$ cat config.mk
export PLATFORM = sky130hd
export DESIGN_NAME = i2c_arbiter
export DESIGN_NICKNAME = d
export VERILOG_FILES = /design/src/rtl/i2c_arbiter.sv
export SDC_FILE = /design/constraint.sdc
export NUM_CORES = 1
export LEC_CHECK = 0
export ABC_CLOCK_PERIOD_IN_PS = 2300
export BUFFER_PORTS_ARGS = -buffer_cell sky130_fd_sc_hd__buf_4
export CAP_MARGIN = 15
export CORE_MARGIN = 2
export CORE_UTILIZATION = 35
export CTS_BUF_LIST = sky130_fd_sc_hd__clkbuf_2 sky130_fd_sc_hd__clkbuf_4 sky130_fd_sc_hd__clkbuf_8
export DETAILED_ROUTE_END_ITERATION = 7
export GPL_ROUTABILITY_DRIVEN = 0
export GPL_TIMING_DRIVEN = 0
export PLACE_DENSITY = 0.73
export SETUP_SLACK_MARGIN = 0.02
export SLEW_MARGIN = 20
export SYNTH_ARGS = -nofsm -noshare
export SYNTH_HDL_FRONTEND = slang
export SYNTH_SLANG_ARGS = --single-unit
$ cat constraint.sdc
create_clock -name clk -period 2.3 [get_ports clk]
set_input_delay 0.23 -clock clk [delete_from_list [all_inputs] [get_ports clk]]
set_output_delay 0.23 -clock clk [all_outputs]
set_load 0.02 [all_outputs]
$ cat src/rtl/i2c_arbiter.sv
// rtl/i2c_arbiter.sv - round-robin arbiter sharing one I2C master between two requesters
module i2c_arbiter #(
    parameter int TIMEOUT        = 4096,
    parameter int RECOVER_CYCLES = 4
) (
    input  logic        clk,
    input  logic        rst,
    input  logic        req0_valid,
    input  logic        req0_rw,
    input  logic [6:0]  req0_addr,
    input  logic [7:0]  req0_wdata,
    input  logic        req0_speed,
    output logic        req0_done,
    output logic        req0_err,
    input  logic        req1_valid,
    input  logic        req1_rw,
    input  logic [6:0]  req1_addr,
    input  logic [7:0]  req1_wdata,
    input  logic        req1_speed,
    output logic        req1_done,
    output logic        req1_err,
    output logic [7:0]  rdata,
    output logic        grant_id,
    output logic        busy,
    output logic [31:0] i2c_command,
    output logic [31:0] i2c_dataIn,
    input  logic [31:0] i2c_dataOut
);

    typedef enum logic [2:0] {IDLE, ISSUE, WAIT_DONE, COMPLETE, RECOVER} state_t;

    localparam logic [15:0] WD_LIMIT = 16'(TIMEOUT - 1);
    localparam logic [15:0] RC_LAST  = 16'(RECOVER_CYCLES - 1);

    state_t      state;
    logic        last_grant;
    logic        lat_rw;
    logic [6:0]  lat_addr;
    logic [7:0]  lat_wdata;
    logic        cmd_start;
    logic        cmd_reset;
    logic        cmd_speed;
    logic [15:0] wdog;
    logic [15:0] rcnt;
    logic        pick;
    logic        ready;
    logic [15:0] wdog_inc;
    logic        unused_dataout;

    assign ready          = i2c_dataOut[8];
    assign unused_dataout = &{1'b0, i2c_dataOut[31:9]};
    assign wdog_inc       = (wdog == 16'hFFFF) ? wdog : wdog + 16'd1;
    assign i2c_command    = {29'b0, cmd_speed, cmd_reset, cmd_start};
    assign i2c_dataIn     = {16'b0, lat_wdata, lat_addr, lat_rw};

    // A tie goes to whoever was not served last; otherwise the lone requester wins.
    always_comb begin
        pick = req1_valid;
        if (req0_valid && req1_valid) begin
            pick = ~last_grant;
        end
    end

    always_ff @(posedge clk) begin
        if (rst) begin
            state      <= IDLE;
            last_grant <= 1'b1;
            grant_id   <= 1'b0;
            lat_rw     <= 1'b0;
            lat_addr   <= 7'd0;
            lat_wdata  <= 8'd0;
            cmd_start  <= 1'b0;
            cmd_reset  <= 1'b0;
            cmd_speed  <= 1'b0;
            wdog       <= 16'd0;
            rcnt       <= 16'd0;
            rdata      <= 8'd0;
            busy       <= 1'b0;
            req0_done  <= 1'b0;
            req1_done  <= 1'b0;
            req0_err   <= 1'b0;
            req1_err   <= 1'b0;
        end else begin
            req0_done <= 1'b0;
            req1_done <= 1'b0;
            req0_err  <= 1'b0;
            req1_err  <= 1'b0;
            case (state)
                IDLE: begin
                    if (req0_valid || req1_valid) begin
                        grant_id  <= pick;
                        lat_rw    <= pick ? req1_rw    : req0_rw;
                        lat_addr  <= pick ? req1_addr  : req0_addr;
                        lat_wdata <= pick ? req1_wdata : req0_wdata;
                        cmd_speed <= pick ? req1_speed : req0_speed;
                        cmd_start <= 1'b0;
                        cmd_reset <= 1'b0;
                        wdog      <= 16'd0;
                        busy      <= 1'b1;
                        state     <= ISSUE;
                    end
                end
                ISSUE: begin
                    if (wdog == WD_LIMIT) begin
                        cmd_start <= 1'b0;
                        cmd_reset <= 1'b1;
                        cmd_speed <= 1'b0;
                        rcnt      <= 16'd0;
                        state     <= RECOVER;
                    end else if (cmd_start && !ready) begin
                        // Master has accepted the start; stop requesting it.
                        cmd_start <= 1'b0;
                        wdog      <= 16'd0;
                        state     <= WAIT_DONE;
                    end else begin
                        cmd_start <= 1'b1;
                        wdog      <= wdog_inc;
                    end
                end
                WAIT_DONE: begin
                    if (wdog == WD_LIMIT) begin
                        cmd_reset <= 1'b1;
                        cmd_speed <= 1'b0;
                        rcnt      <= 16'd0;
                        state     <= RECOVER;
                    end else if (ready) begin
                        if (lat_rw) begin
                            rdata <= i2c_dataOut[7:0];
                        end
                        req0_done <= ~grant_id;
                        req1_done <= grant_id;
                        state     <= COMPLETE;
                    end else begin
                        wdog <= wdog_inc;
                    end
                end
                COMPLETE: begin
                    last_grant <= grant_id;
                    cmd_speed  <= 1'b0;
                    busy       <= 1'b0;
                    state      <= IDLE;
                end
                RECOVER: begin
                    if (rcnt == RC_LAST) begin
                        cmd_reset  <= 1'b0;
                        req0_err   <= ~grant_id;
                        req1_err   <= grant_id;
                        last_grant <= grant_id;
                        busy       <= 1'b0;
                        state      <= IDLE;
                    end else begin
                        rcnt <= rcnt + 16'd1;
                    end
                end
                default: begin
                    busy  <= 1'b0;
                    state <= IDLE;
                end
            endcase
        end
    end

endmodule

* Yosys cells after proc, flatten, opt, wreduce, memory -nomap -nowiden
Index checks and enable logic that the tools add are counted.
** Word-level totals
- Register bits after elaboration :: 69
- Input bits :: 70
- Output and inout port bits :: 78
** Operators by class
- $add $sub $neg :: 2
- Equality and inequality tests :: 16
- Multiplexer cells :: 36
- Bitwise logic cells :: 8
- Reductions and logical operators :: 24
** Operator list (count)
- $mux W16 :: 8
- $pmux W16 S3 :: 1
- $add A16 B1 Y16 const B :: 2
- $pmux W16 S2 :: 1
- $mux W3 :: 6
- $eq A16 B12 Y1 const B :: 1
- $eq A16 B16 Y1 const B :: 1
- $eq A16 B2 Y1 const B :: 1
- $mux W1 :: 12
- $ne A2 B2 Y1 const B :: 6
- $pmux W3 S4 :: 1
- $reduce_and A4 Y1 :: 3
- $pmux W1 S3 :: 3
- $reduce_and A3 Y1 :: 3
- $reduce_bool A3 Y1 :: 3
- $mux W8 :: 1
- $not A1 Y1 :: 8
- $mux W7 :: 1
- $eq A3 B2 Y1 const B :: 2
- $ne A3 B3 Y1 const B :: 2
- $reduce_and A2 Y1 :: 3
- $reduce_bool A2 Y1 :: 3
- $reduce_and A5 Y1 :: 1
- $pmux W1 S2 :: 2
- 10 further kinds :: 11

* Depth between registers and ports, before layout
- Depth in word-level cells :: 5
- Depth in mapped cells :: 8
- Depth with buffers taken out :: 6

* Worst setup path before layout
Ideal clock, no wire load.
- Path type :: reg-to-reg
- Start point :: reg wdog[12]
- End point :: reg rdata[0]
- Setup time :: 0.128 ns
- Arrival :: 1.983 ns
- Required time :: 2.172 ns
- Setup slack :: 0.190 ns
- Stages on the path, launching flop included :: 9
- Buffers on the path :: 3
- Cell sequence :: dfxtp_1 -> buf_2 -> or4_4 -> nor4_2 -> buf_2 -> nor3b_1 -> buf_1 -> mux2i_1 -> nor2_1
** Between the ends
- Word-level cells in the longest chain between the ends :: 3
** Ends and longest elaborated chain
- from (decl) :: RTL line 43 : logic [15:0] wdog;
- from (signal assigned) :: RTL line 117 : wdog <= wdog_inc;
- from (signal assigned) :: RTL line 134 : wdog <= wdog_inc;
- $eq A16 B12 Y1 :: RTL line 121 : if (wdog == WD_LIMIT) begin
- $not A1 Y1 (no line)
- $reduce_and A4 Y1 (no line)
- to (signal assigned) :: RTL line 128 : rdata <= i2c_dataOut[7:0];
- to (decl) :: RTL line 22 : output logic [7:0] rdata,
No other way between the ends.
A chain may end at the register's enable or synchronous reset.

* Final worst setup path
- Start point :: reg rcnt[0]
- End point :: reg rcnt[7]
** Between the ends
- Word-level cells in the longest chain between the ends :: 3
- Elaborated cells between the ends (all ways) :: 6
- Those cells by class :: 1 x add/sub; 2 x eq/ne; 2 x mux; 1 x reduce/logical
** Ends and longest elaborated chain
- from (decl) :: RTL line 44 : logic [15:0] rcnt;
- from (signal assigned) :: RTL line 152 : rcnt <= rcnt + 16'd1;
- $add A16 B1 Y16 or $eq A16 B2 Y1 (tied branches) :: RTL line 152, 144
- $mux W16 or $ne A2 B2 Y1 (tied branches)
- $pmux W16 S2 or $reduce_and A3 Y1 (tied branches)
Parallel ways exist; a longest one is shown, timed or not. The select of a mux whose other input is x is not followed.

==> metrics.yaml <==
status:
  outcome: "complete, no violations"
layout:
  fillers: 995
  final_core_util: 0.479
  syn_to_final_growth_pct: 34.7
  final_nets: 635
  diodes: 0
  layoutNonFillerInstCount: 704
  mostFrequentLayoutCell: "buf_4"
  drive_above_1_share: 0.308
  final_area_mm2: 0.00490
  final_cell_mix: "131 x buf_4, 68 x dfxtp_1, 48 x nor2_1"
clock_tree:
  clock_sinks: 69
  clock_latency_ns: 0.35
  htreeDepth: 3
  clk_pin_slew_ns: 0.08
  numCtsBuffers: 9
  cts_root_buf: "clkbuf_8"
  cts_tree: "done"
  cts_buffer_depth: 2
run:
  max_cap_viol_count: 0
timing:
  max_freq_ghz: 0.464
  min_period_over_period: 0.938
  slew_viol_final: 0
  slew_headroom: 0.565
  fin_ws_ns: 0.143
  hold_viol_final: 0
  timing.hold.ws_ns: 0.104
  fin_skew_ns: 0.0106
  final.min_clock_period_ns: 2.16
  worst_pin_slew_ns: 0.653
  setup_viol: 0
setup_path:
  r2r-start: "rcnt[0]"
  r2r-end: "rcnt[7]"
  worstPathArrival_ns: 2.44
  path_max_fanout: 10
  rrSetupSlack_ns: 0.14
  cp_num_buf_inv: 2
  critical_path.max_stage_delay_ns: 0.37
  critPathLaunchType: "flop"
  worstSetupPathType: "flop to flop"
  r2r_cells: 8
  crit_family: "simple AND/OR/NAND/NOR gates"
  worst_path_max_delay_cell: "dfxtp_1"
  crit_path_end_kind: "flop"
  path_cells: "ha_1 > nor4b_2 > nand4_1 > a22oi_2 > clkbuf_8 > clkbuf_4 > o21ai_1 > a21oi_1"
  cp.required_ns: 2.58
routing:
  routed_via_density: 4.89
  wl_per_cell_um: 12.3
  antenna_left: 0
  via_count: 3445
  wirelength_um: 8640
  firstDrtPassIters: 5
  drt_iter0_drc: 202
  drc: 0
placed_design:
  dp.final_hpwl_um: 6330
  place_inst: 685
  place_area_mm2: 0.00456
  place_ws_ns: -0.177
  port_buffers: 78
power_and_ir_drop:
  p_per_area_mw_per_mm2: 602
  leakage_nw: 2.04
  ir_drop_uv: 402
logic_synthesis:
  syn_area_mm2: 0.00364
  ys_async_sr_fraction: 0
  synth_cells: 427
  synth_edf_count: 0
  avgSynthCellArea_um2: 8.52
  synth.distinct_cells: 52
  ys_seq_area_frac: 0.380
  yosys_most_used_dff: "dfxtp_1"
  ys_seq_elements: 69
  yosys_warnings: 0
global_routing:
  antenna_found_initial: 0
  grt_max_degree: 14
  grt.overflow.total: 0
  grt_first_pass_wirelength_um: 14100
  grt_pass1_vias: 3100
  track_usage: 0.152
hold_path:
  hold_path_class: "input pin to flop"
  hold_path_startpoint: "i2c_dataOut[1]"
  hold_path_end: "rdata[1]"
  min_path_cells: 3
floorplan:
  die_h_um: 106
  start_util: 0.356
  fp-row-count: 37
  ioPinCount: 148
  dieWidth_um: 106
  die_area_mm2: 0.0112
  core-area_mm2: 0.0102
==> metal layers <==
| layer | up-vias | track usage | part of all wire |
|---|---|---|---|
| met4 | 0 | 0.0395 | 0.011 |
| met2 | 143 | 0.271 | 0.50 |
| met1 | 1571 | 0.176 | 0.41 |
| met5 | - | 0 | 0 |
| met3 | 13 | 0.0490 | 0.078 |
| li1 | 1718 | - | - |
==> kinds of logic (layout without fill, tap and decap cells) <==
kind of cell | count (synthesis) | count (layout) | synth area share
other | 1 | 45 | 0.00103
adder cells (fa/ha/maj) | 2 | 2 | 0.00687
flip-flops | 69 | 69 | 0.380
AND/OR/NAND/NOR | 148 | 148 | 0.217
XOR/XNOR | 9 | 9 | 0.0217
buffers and inverters | 79 | 176 | 0.134
AO/OA/AOI/OAI | 91 | 91 | 0.162
multiplexers | 28 | 28 | 0.0773
==> metrics by stage <==
step / power (mW) / TNS [ns]
after floorplan: 1.66 / 0
after global placement: 1.82 / -1.69
after detailed placement: 1.84 / -2.98
after CTS: 2.96 / 0
after global routing: 3.08 / -0.0359
final: 2.95 / 0
==> cell usage after synthesis, drive strengths merged (5+ instances only) <==
cell / number / area [um^2]
clkbuf: 13 / 50.0
or3: 13 / 81.3
mux2i: 27 / 270
a22oi: 5 / 37.5
a21oi: 24 / 120
dfxtp: 69 / 1380
buf: 61 / 420
xnor2: 9 / 78.8
nor3: 12 / 60.1
nand3: 12 / 60.1
inv: 5 / 18.8
nor2: 48 / 180
o21ai: 18 / 90.1
nor4: 6 / 43.8
nand2: 11 / 41.3
nand4: 9 / 56.3
and3: 7 / 43.8
a211oi: 24 / 180
or4: 5 / 41.3
and2: 7 / 43.8
==> area by class of cell <==
class | count | area [um^2] | share of cell area
Buffer | 74 | 494 | 0.101
Clock buffer | 10 | 131 | 0.0268
Sequential cell | 69 | 1380 | 0.282
Inverter | 5 | 18.8 | 0.00383
Timing Repair Buffer | 81 | 608 | 0.124
Multi-Input combinational cell | 323 | 2000 | 0.408
Tap cell | 136 | 170 | 0.0347
Clock inverter | 6 | 95.1 | 0.0194
==> timing repair <==
| action | in CTS | in global routing |
|---|---|---|
| hold buffers | 0 | 0 |
| cloned | 0 | 0 |
| setup buffers | 0 | 3 |
| endpoints found under the hold margin | 0 | 0 |
| setup endpoints to repair | 40 | 32 |
| pin swaps | 1 | 4 |
| resized for setup | 10 | 16 |
==> worst max-delay path by stage <==
stage | from | end | slack (ns) | cells past startpoint
3_5_place_dp | rcnt[0] | rcnt[9] | -0.18 | 8
6_report | rcnt[0] | rcnt[7] | 0.14 | 8
2_1_floorplan | wdog[12] | rdata[0] | 0.19 | 8
4_1_cts | state[1] | wdog[8] | 0.05 | 8
5_1_grt | rcnt[0] | rcnt[11] | -0.02 | 8
3_3_place_gp | rcnt[0] | rcnt[9] | -0.16 | 8
==> flip-flops by register name, summed over array words and instances, names as in the netlist, 3 cells and up <==
signal and flops:
lat_addr 7, lat_wdata 8, rcnt 16, rdata 8, state 3, wdog 16
==> power by group <==
part | leakage (nW) | switching, mW | internal (mW)
Combinational | 1.37 | 0.312 | 0.245
Clock | 0.115 | 0.492 | 0.634
Sequential | 0.562 | 0.0274 | 1.24
Total | 2.04 | 0.831 | 2.12
==> worst reg2reg max path, cell delays in order (launching register included) <==
cell and delay (ns):
dfxtp_1 0.37, ha_1 0.28, nor4b_2 0.27, nand4_1 0.24, a22oi_2 0.28, clkbuf_8 0.22
clkbuf_4 0.21, o21ai_1 0.09, a21oi_1 0.13
No activity file was read; power rests on OpenSTA's default activity.
